$ cat src/rtl/vga_pkg.sv
// vga_pkg: shared types, colour constants and RGB332 expansion for the VGA pixel path
package vga_pkg;
  localparam int COUNT_W = 10;
  typedef logic [7:0] rgb332_t;
  typedef struct packed {
    logic [7:0] r;
    logic [7:0] g;
    logic [7:0] b;
  } rgb888_t;
  typedef enum logic {SYNC_WAIT, RUN} state_t;
  // white, yellow, cyan, green, magenta, red, blue, black
  localparam logic [0:7][7:0] BAR_COLORS = {8'hFF, 8'hFC, 8'h1F, 8'h1C, 8'hE3, 8'hE0, 8'h03, 8'h00};
  function automatic rgb888_t rgb332_to_888(rgb332_t c);
    return '{r: {c[7:5], c[7:5], c[7:6]}, g: {c[4:2], c[4:2], c[4:3]}, b: {4{c[1:0]}}};
  endfunction
endpackage

$ cat src/rtl/vga_pixel_pipeline_if.sv
// vga_pixel_pipeline_if: timing counts/syncs in, framebuffer read port, colour/sync out
// slave: pixel pipeline side; master: timing controller, framebuffer and display side
// TEST_PATTERN_EN adds test_mode
interface vga_pixel_pipeline_if #(parameter int ADDR_W = 16);
  import vga_pkg::*;
  logic [COUNT_W-1:0] h_count, v_count;
  logic               hsync_in, vsync_in;
  logic [ADDR_W-1:0]  mem_addr;
  logic [7:0]         mem_rdata;
  logic [7:0]         red, green, blue;
  logic               hsync, vsync, frame_start;
`ifdef TEST_PATTERN_EN
  logic               test_mode;
`endif
  modport slave (
`ifdef TEST_PATTERN_EN
    input test_mode,
`endif
    input h_count, v_count, hsync_in, vsync_in, mem_rdata,
    output mem_addr, red, green, blue, hsync, vsync, frame_start
  );
  modport master (
`ifdef TEST_PATTERN_EN
    output test_mode,
`endif
    output h_count, v_count, hsync_in, vsync_in, mem_rdata,
    input mem_addr, red, green, blue, hsync, vsync, frame_start
  );
endinterface

$ cat src/rtl/vga_delay_line.sv
// vga_delay_line: D-deep shift register clearing to RST; ports clk, rst_n, d in, q out
module vga_delay_line #(
  parameter int W = 1,
  parameter int D = 1,
  parameter logic [W-1:0] RST = '0
) (
  input  logic         clk,
  input  logic         rst_n,
  input  logic [W-1:0] d,
  output logic [W-1:0] q
);
  logic [W-1:0] sr [D];
  always_ff @(posedge clk)
    if (!rst_n) for (int i = 0; i < D; i++) sr[i] <= RST;
    else begin
      sr[0] <= d;
      for (int i = 1; i < D; i++) sr[i] <= sr[i-1];
    end
  assign q = sr[D-1];
endmodule

$ cat src/rtl/vga_pixel_pipeline.sv
// vga_pixel_pipeline: framebuffer fetch, RGB332->888 expansion and blanking with sync alignment
// ports: clk, rst_n (sync, active low), bus (vga_pixel_pipeline_if.slave)
// TEST_PATTERN_EN adds colour bars selected by test_mode
module vga_pixel_pipeline import vga_pkg::*; #(
  parameter int H_ACTIVE = 512,
  parameter int V_ACTIVE = 480,
  parameter int IMG_W_LOG2 = 8,
  parameter int IMG_H_LOG2 = 8,
  parameter int SCALE_SHIFT = 1,
  parameter int MEM_LAT = 1,
  parameter logic [7:0] BG_COLOR = 8'h00
) (
  input logic clk,
  input logic rst_n,
  vga_pixel_pipeline_if.slave bus
);
`ifdef TEST_PATTERN_EN
  localparam int SB_W = 9;
`else
  localparam int SB_W = 5;
`endif
  // syncs idle high, flags clear
  localparam logic [SB_W-1:0] SB_RST = {2'b11, (SB_W-2)'(0)};
  logic [COUNT_W-1:0] ix, iy;
  logic vis, img, first;
  logic [IMG_W_LOG2+IMG_H_LOG2-1:0] addr_q;
  logic [SB_W-1:0] sb_in, sb_a, sb_d;
  logic hs_d, vs_d, vis_d, img_d, first_d, live;
  state_t state, nxt;
  rgb332_t pix;
  rgb888_t out_q;
  logic hs_q, vs_q, fs_q;
  assign ix = bus.h_count >> SCALE_SHIFT;
  assign iy = bus.v_count >> SCALE_SHIFT;
  assign vis = bus.h_count < COUNT_W'(H_ACTIVE) && bus.v_count < COUNT_W'(V_ACTIVE);
  // out-of-image pixels must not alias onto wrapped addresses
  assign img = vis && (ix >> IMG_W_LOG2) == '0 && (iy >> IMG_H_LOG2) == '0;
  assign first = bus.h_count == '0 && bus.v_count == '0;
  assign sb_in = {bus.hsync_in, bus.vsync_in, vis, img, first
`ifdef TEST_PATTERN_EN
    , bus.test_mode, bus.h_count[8:6]
`endif
  };
  always_ff @(posedge clk)
    if (!rst_n) begin
      addr_q <= '0;
      sb_a <= SB_RST;
    end else begin
      addr_q <= {iy[IMG_H_LOG2-1:0], ix[IMG_W_LOG2-1:0]};
      sb_a <= sb_in;
    end
  vga_delay_line #(.W(SB_W), .D(MEM_LAT), .RST(SB_RST)) u_dly (
    .clk(clk), .rst_n(rst_n), .d(sb_a), .q(sb_d)
  );
  assign {hs_d, vs_d, vis_d, img_d, first_d} = sb_d[SB_W-1:SB_W-5];
  always_ff @(posedge clk) state <= !rst_n ? SYNC_WAIT : nxt;
  always_comb nxt = first_d ? RUN : state;
  // the transition cycle already shows pixel (0,0)
  assign live = vis_d && (state == RUN || first_d);
`ifdef TEST_PATTERN_EN
  logic tm_d;
  logic [2:0] bar_d;
  assign {tm_d, bar_d} = sb_d[3:0];
  always_comb pix = !live ? '0 : !img_d ? BG_COLOR : tm_d ? BAR_COLORS[bar_d] : bus.mem_rdata;
`else
  always_comb pix = !live ? '0 : !img_d ? BG_COLOR : bus.mem_rdata;
`endif
  always_ff @(posedge clk)
    if (!rst_n) begin
      out_q <= '0;
      hs_q <= 1'b1;
      vs_q <= 1'b1;
      fs_q <= 1'b0;
    end else begin
      out_q <= rgb332_to_888(pix);
      hs_q <= hs_d;
      vs_q <= vs_d;
      fs_q <= first_d;
    end
  assign bus.mem_addr = addr_q;
  assign bus.red = out_q.r;
  assign bus.green = out_q.g;
  assign bus.blue = out_q.b;
  assign bus.hsync = hs_q;
  assign bus.vsync = vs_q;
  assign bus.frame_start = fs_q;
endmodule

$ cat src/flat_wrapper.sv
// flat-port wrapper written by rule: the top's interface ports become plain ports
module vga_pixel_pipeline_flat import vga_pkg::*;
#(
  parameter int H_ACTIVE = 512,
  parameter int V_ACTIVE = 480,
  parameter int IMG_W_LOG2 = 8,
  parameter int IMG_H_LOG2 = 8,
  parameter int SCALE_SHIFT = 1,
  parameter int MEM_LAT = 1,
  parameter logic [7:0] BG_COLOR = 8'h00
)
  (clk, rst_n, bus_h_count, bus_v_count, bus_hsync_in, bus_vsync_in, bus_mem_rdata, bus_mem_addr, bus_red, bus_green, bus_blue, bus_hsync, bus_vsync, bus_frame_start);
  vga_pixel_pipeline_if #(.ADDR_W(16)) bus_i ();
  input logic clk;
  input logic rst_n;
  input wire logic [$bits(bus_i.h_count)-1:0] bus_h_count;
  input wire logic [$bits(bus_i.v_count)-1:0] bus_v_count;
  input wire logic [$bits(bus_i.hsync_in)-1:0] bus_hsync_in;
  input wire logic [$bits(bus_i.vsync_in)-1:0] bus_vsync_in;
  input wire logic [$bits(bus_i.mem_rdata)-1:0] bus_mem_rdata;
  output wire logic [$bits(bus_i.mem_addr)-1:0] bus_mem_addr;
  output wire logic [$bits(bus_i.red)-1:0] bus_red;
  output wire logic [$bits(bus_i.green)-1:0] bus_green;
  output wire logic [$bits(bus_i.blue)-1:0] bus_blue;
  output wire logic [$bits(bus_i.hsync)-1:0] bus_hsync;
  output wire logic [$bits(bus_i.vsync)-1:0] bus_vsync;
  output wire logic [$bits(bus_i.frame_start)-1:0] bus_frame_start;
  assign bus_i.h_count = bus_h_count;
  assign bus_i.v_count = bus_v_count;
  assign bus_i.hsync_in = bus_hsync_in;
  assign bus_i.vsync_in = bus_vsync_in;
  assign bus_i.mem_rdata = bus_mem_rdata;
  assign bus_mem_addr = bus_i.mem_addr;
  assign bus_red = bus_i.red;
  assign bus_green = bus_i.green;
  assign bus_blue = bus_i.blue;
  assign bus_hsync = bus_i.hsync;
  assign bus_vsync = bus_i.vsync;
  assign bus_frame_start = bus_i.frame_start;
  vga_pixel_pipeline #(.H_ACTIVE(H_ACTIVE), .V_ACTIVE(V_ACTIVE), .IMG_W_LOG2(IMG_W_LOG2), .IMG_H_LOG2(IMG_H_LOG2), .SCALE_SHIFT(SCALE_SHIFT), .MEM_LAT(MEM_LAT), .BG_COLOR(BG_COLOR)) u_core (.clk(clk), .rst_n(rst_n), .bus(bus_i));
endmodule
$ cat config.mk
export PLATFORM = sky130hd
export DESIGN_NAME = vga_pixel_pipeline_flat
export DESIGN_NICKNAME = d
export VERILOG_FILES = /design/src/rtl/vga_pkg.sv /design/src/rtl/vga_pixel_pipeline_if.sv /design/src/rtl/vga_delay_line.sv /design/src/rtl/vga_pixel_pipeline.sv /design/src/flat_wrapper.sv
export SDC_FILE = /design/constraint.sdc
export NUM_CORES = 1
export LEC_CHECK = 0
export CORE_AREA = 2 2 63 59
export CTS_CLUSTER_DIAMETER = 80
export DETAILED_ROUTE_END_ITERATION = 7
export DIE_AREA = 0 0 65 61
export GPL_ROUTABILITY_DRIVEN = 0
export MAX_ROUTING_LAYER = met4
export PLACE_DENSITY_LB_ADDON = 0.2
export REMOVE_ABC_BUFFERS = 1
export SETUP_SLACK_MARGIN = 0.5
export SYNTH_ARGS = -nofsm -noshare
export SYNTH_HDL_FRONTEND = slang
export SYNTH_SLANG_ARGS = --single-unit
$ cat constraint.sdc
create_clock -name clk -period 1.9 [get_ports clk]
set_clock_uncertainty 0.15 [all_clocks]
set_input_delay 0.38 -clock clk [delete_from_list [all_inputs] [get_ports clk]]
set_output_delay 0.38 -clock clk [all_outputs]
set_load 0.05 [all_outputs]
== Word level (Yosys, flattened, before mapping) ==
Memory sizes are Yosys's and may differ from the RTL's.
Cells that the tools add are included.

* Register bits: 49
* Bits in latches: 0
* Memory bits (writable): 5
* Bits in read-only memories: 0
* Bits of input ports: 32
* Output and inout bits: 43
* Word-level logic and storage cells: 29
* Memories kept: 1

* Add/sub/neg operators: 0
* Multipliers: 0
* Div/mod/pow operators: 0
* Order comparisons: 2
* Equality and inequality tests: 0
* Shift-type cells: 0
* Mux-type cells: 6
* Bitwise gates (word level): 0
* Reduce and logical (&&, ||, !) cells: 11

{| class="wikitable"
|+ Memory list
! name !! depth !! width !! read ports !! clocked after memory_dff !! wr ports !! RTL line !! RTL
|-
| u_core.u_dly.sr || 1 || 5 || 1 || 0 || 1 || vga_delay_line.sv:12 || <nowiki>logic [W-1:0] sr [D];</nowiki>
|}

{| class="wikitable"
|+ Operator list
! cell !! count
|-
| logical NOT 10 bit || 4
|-
| 2-to-1 mux 8 bit || 2
|-
| less-than comparator 10 bit (second input constant) || 1
|-
| less-than comparator 10 x 9 -> 1 bit (second input constant) || 1
|-
| logical AND 1 bit || 5
|-
| 2-to-1 mux 5 bit || 1
|-
| OR reduction 5 bit || 1
|-
| 2-to-1 mux 1 bit || 3
|-
| logical OR 1 bit || 1
|}

== Depth between registers and ports, before layout ==
* Depth after elaboration: 4
* Depth in mapped cells: 3
* Mapped depth without buffers: 3

== Modules after synthesis ==
A second synthesis with hierarchy kept.

* Cells, all modules: 104
* Area, all modules: 1193.6 um^2

{| class="wikitable"
|+ Modules (own cells, without submodules)
! module !! instances !! cells an instance !! area an instance (um^2) !! sequential area each (um^2)
|-
| vga_pixel_pipeline || 1 || 94 || 1062.3 || 660.6
|-
| vga_delay_line || 1 || 10 || 131.4 || 100.1
|}

== Worst setup path after synthesis ==
OpenSTA, ideal clock, no wires.

* Path kind: register to output
* Start point: register, netlist name u_core.bus.blue[6]
* End point: output bus_blue[2]
* Arrival: 934 ps
* Required time: 1370 ps
* Setup slack: 436 ps
* Stages on the path, launching flop included: 2
* Path buffers: 1
* Path through: dfxtp_1 buf_4

{| class="wikitable"
|+ RTL lines
! what !! RTL line !! RTL
|-
| to (decl) || flat_wrapper.sv:24 || <nowiki>output wire logic [$bits(bus_i.blue)-1:0] bus_blue;</nowiki>
|}

== Final worst setup path ==
* Start point: register u_core.out_q, in the netlist u_core.bus.red[4]
* End point: output bus_red[4]

{| class="wikitable"
|+ RTL lines
! what !! RTL line !! RTL
|-
| from (decl) || vga_pixel_pipeline.sv:31 || <nowiki>rgb888_t out_q;</nowiki>
|-
| from (signal assigned) || vga_pixel_pipeline.sv:75 || <nowiki>out_q <= rgb332_to_888(pix);</nowiki>
|-
| to (decl) || flat_wrapper.sv:22 || <nowiki>output wire logic [$bits(bus_i.red)-1:0] bus_red;</nowiki>
|}

No word-level cell between the ends.

==> impl_metrics.toml <==
[sta]
part_of_the_cycle_the_worst_path_needs = 0.7323
rsz_0062_raised_after_global_routing = "true"
layout_min_cycle_time_ns = 1.391
finalSetupTns_ns = 0
clock.fmax_mhz = 718.7
finalHoldViolCount = 0
final.hold.worst_slack_ns = 0.1927
max-slew-margin-rel = 0.8361
postLayoutSetupSlackWorst_ns = 0.5087
final-max-slew-violation-count = 0
setup_viol = 0
worst_pin_slew_ns = 0.2439

[synthesis]
post_synth_fa_ha_maj_area_fraction = 0
syn_inst = 104
synth_seq_cells = 38
yosysWarnings = 0
syn_avg_cell_area_um2 = 11.50
synth_seq_area_share = 0.6360
synth.largest_area_cell = "dfxtp_1"
synth_simple_gate_area_frac = 0.2364
ys_types = 14
syn-cell-area_um2 = 1196
biggest_area_contributors_in_the_synthesized_netlist = "dfxtp_1 64%, and2_1 15%, buf_4 10%, nand2b_1 2.6%, nor4_1 1.6%"
synth-compound-area-share = 0.02092
synth_top_area_frac = 0.6360
yosys.area_share.xor_xnor = 0
mux_share_of_post_synthesis_cell_area = 0
synth_top_family_by_area = "simple AND/OR/NAND/NOR gates"

[cells_and_area]
nets = 201
multi_input_gate_area_in_the_final_layout_um2 = 329.1
drive_above_1_share = 0.3432
fillCellCount = 279
synthToLayoutAreaGrowth_pct = 61.09
seqCellArea_um2 = 764.5
final_core_utilization = 0.5878
commonest_non_fill_non_tap_cells_in_the_layout = "35 x buf_4, 35 x dfxtp_1, 28 x and2_1"
finish.instance_area_um2 = 1927
final_cells = 213
insertedDiodeCount = 0

[critical_path]
timing.reg2reg.setup_slack_ns = 0.75
cp_slowest_cell = "dfxtp_1"
cp_num_buf_inv = 1
sort_of_element_at_the_start_of_the_critical_path = "register"
timing.critical_path.max_delay_family = "flip-flops"
crit_path_max_incr_delay_ns = 0.37
worst-endpoint-arrival_ns = 0.86
endpoint_kind = "output port"
worst-setup-path-type = "register to output port"
path_max_fanout = 3
cp.required_ns = 1.37
crit_chain = "buf_4"

[die]
die_extent_in_y_um = 61
floorplan.initialDensity = 0.3649
die_area_um2 = 3965
top_level_ports = 75
design.core.area_um2 = 3278
floorplan.rows = 20
die_width_um = 65

[power_and_ir_drop]
power.total_mw = 1.523
switching_share_of_power = 0.2339
netSwitchingPower_mw = 0.3562
ir_drop_uv = 562.8
power_density_nw_per_um2 = 790.4
comb_power_share = 0.129
seq_power_share = 0.544
static_leakage_nw = 0.9203
power.internal_mw = 1.167
clockPowerShare = 0.327

[clock_network]
tritoncts = "done"
ctsRootBufferMaster = "clkbuf_8"
clk_latency_ns = 0.28
ctsLongestPathBuffers = 2
cts_hold_buffers = 0
numClockSinks = 38
path_clk_slew_ns = 0.06
cts-buffers-inserted = 5
ctsHtreeMaxLevel = 2

[place]
post-place-ws_ns = 0.1054
placement.io_buffers = 74
postPlaceCellArea_um2 = 1772
dp_hpwl_mm = 1.790
dp.cells = 206

[drt]
dr.pass1.iters = 2
total_drc_errors_in_the_routed_layout = 0
detail_route.vias_per_cell = 4.235
routed_wl_mm = 2.300
route.vias.total = 902
drt_first_iter_violations = 15
postRouteAntennaNets = 0
wire_per_inst_um = 10.80

[grt]
grt_start_max_net_pins = 23
first_global_vias = 869
groute.usage.overall = 0.1350
antenna_found_initial = 0
grt_first_pass_wirelength_mm = 3.719
global_route.overflow_total = 0

[min_path]
hold_path.class = "input pin to register"

[run]
max_cap_violations = 0

[outcome]
status = "finished, final reports clean"
## final timing paths
path                             to               from  cells after the start
max                      bus_red[4]  u_core.bus.red[4]                      1
min          u_core.bus.mem_addr[2]     bus_h_count[3]                      2
max reg2reg     u_core.bus.green[4]       u_core.state                      3
min reg2reg   u_core.u_dly.sr[0][4]     u_core.sb_a[4]                      1
## kinds of logic after synthesis
logic type	after synthesis
and+or+nand+nor	45
DFF	38
buffers and inverters	18
AOI/OAI and AO/OA	3
## synthesized netlist by cell type
cell type / number
dfxtp_1: 38
and2_1: 28
buf_4: 16
nand2b_1: 5
nand2_1: 3
nor4_1: 3
a41oi_1: 2
clkbuf_1: 2
nor2_1: 2
and3_2: 1
nor4_2: 1
o21a_1: 1
or2b_1: 1
or4_4: 1
## registers in the layout, indices dropped and copies added, names as in the netlist
register / cells
u_core.sb_a: 5
u_core.bus.hsync: 1
u_core.u_dly.sr: 5
u_core.bus.vsync: 1
u_core.state: 1
u_core.bus.frame_start: 1
u_core.bus.green: 3
u_core.bus.red: 3
u_core.bus.mem_addr: 16
u_core.bus.blue: 2
## per-layer routing
layer  share of wire  vias to the layer above  wire length (µm)  track usage
li1                -                      443                 -            -
met4           0.010                        0                23      0.08207
met3            0.14                        2               325      0.05751
met5               0                        -                 0            -
met1            0.38                      398               864       0.1290
met2            0.47                       59              1087       0.2297
## final cells by class
class	instances	area share
Sequential cell	38	0.3968
Multi-Input combinational cell	48	0.1708
Timing Repair Buffer	76	0.3643
Clock buffer	7	0.03961
Tap cell	44	0.02857
## power by group through the flow
stage / clock (mW) / combinational (mW) / sequential (mW)
2_1_floorplan: 0 / 0.0203 / 0.914
3_3_place_gp: 0 / 0.199 / 0.846
3_5_place_dp: 0 / 0.200 / 0.847
4_1_cts: 0.519 / 0.201 / 0.829
5_1_grt: 0.555 / 0.210 / 0.831
6_report: 0.498 / 0.197 / 0.829
## what timing repair did
action	4_1_cts	5_1_grt
setup endpoints to repair	19	15
gates resized for setup	8	19
pin swaps	4	7
setup buffers	0	0
Note: power is estimated with default switching activity, not from simulation.
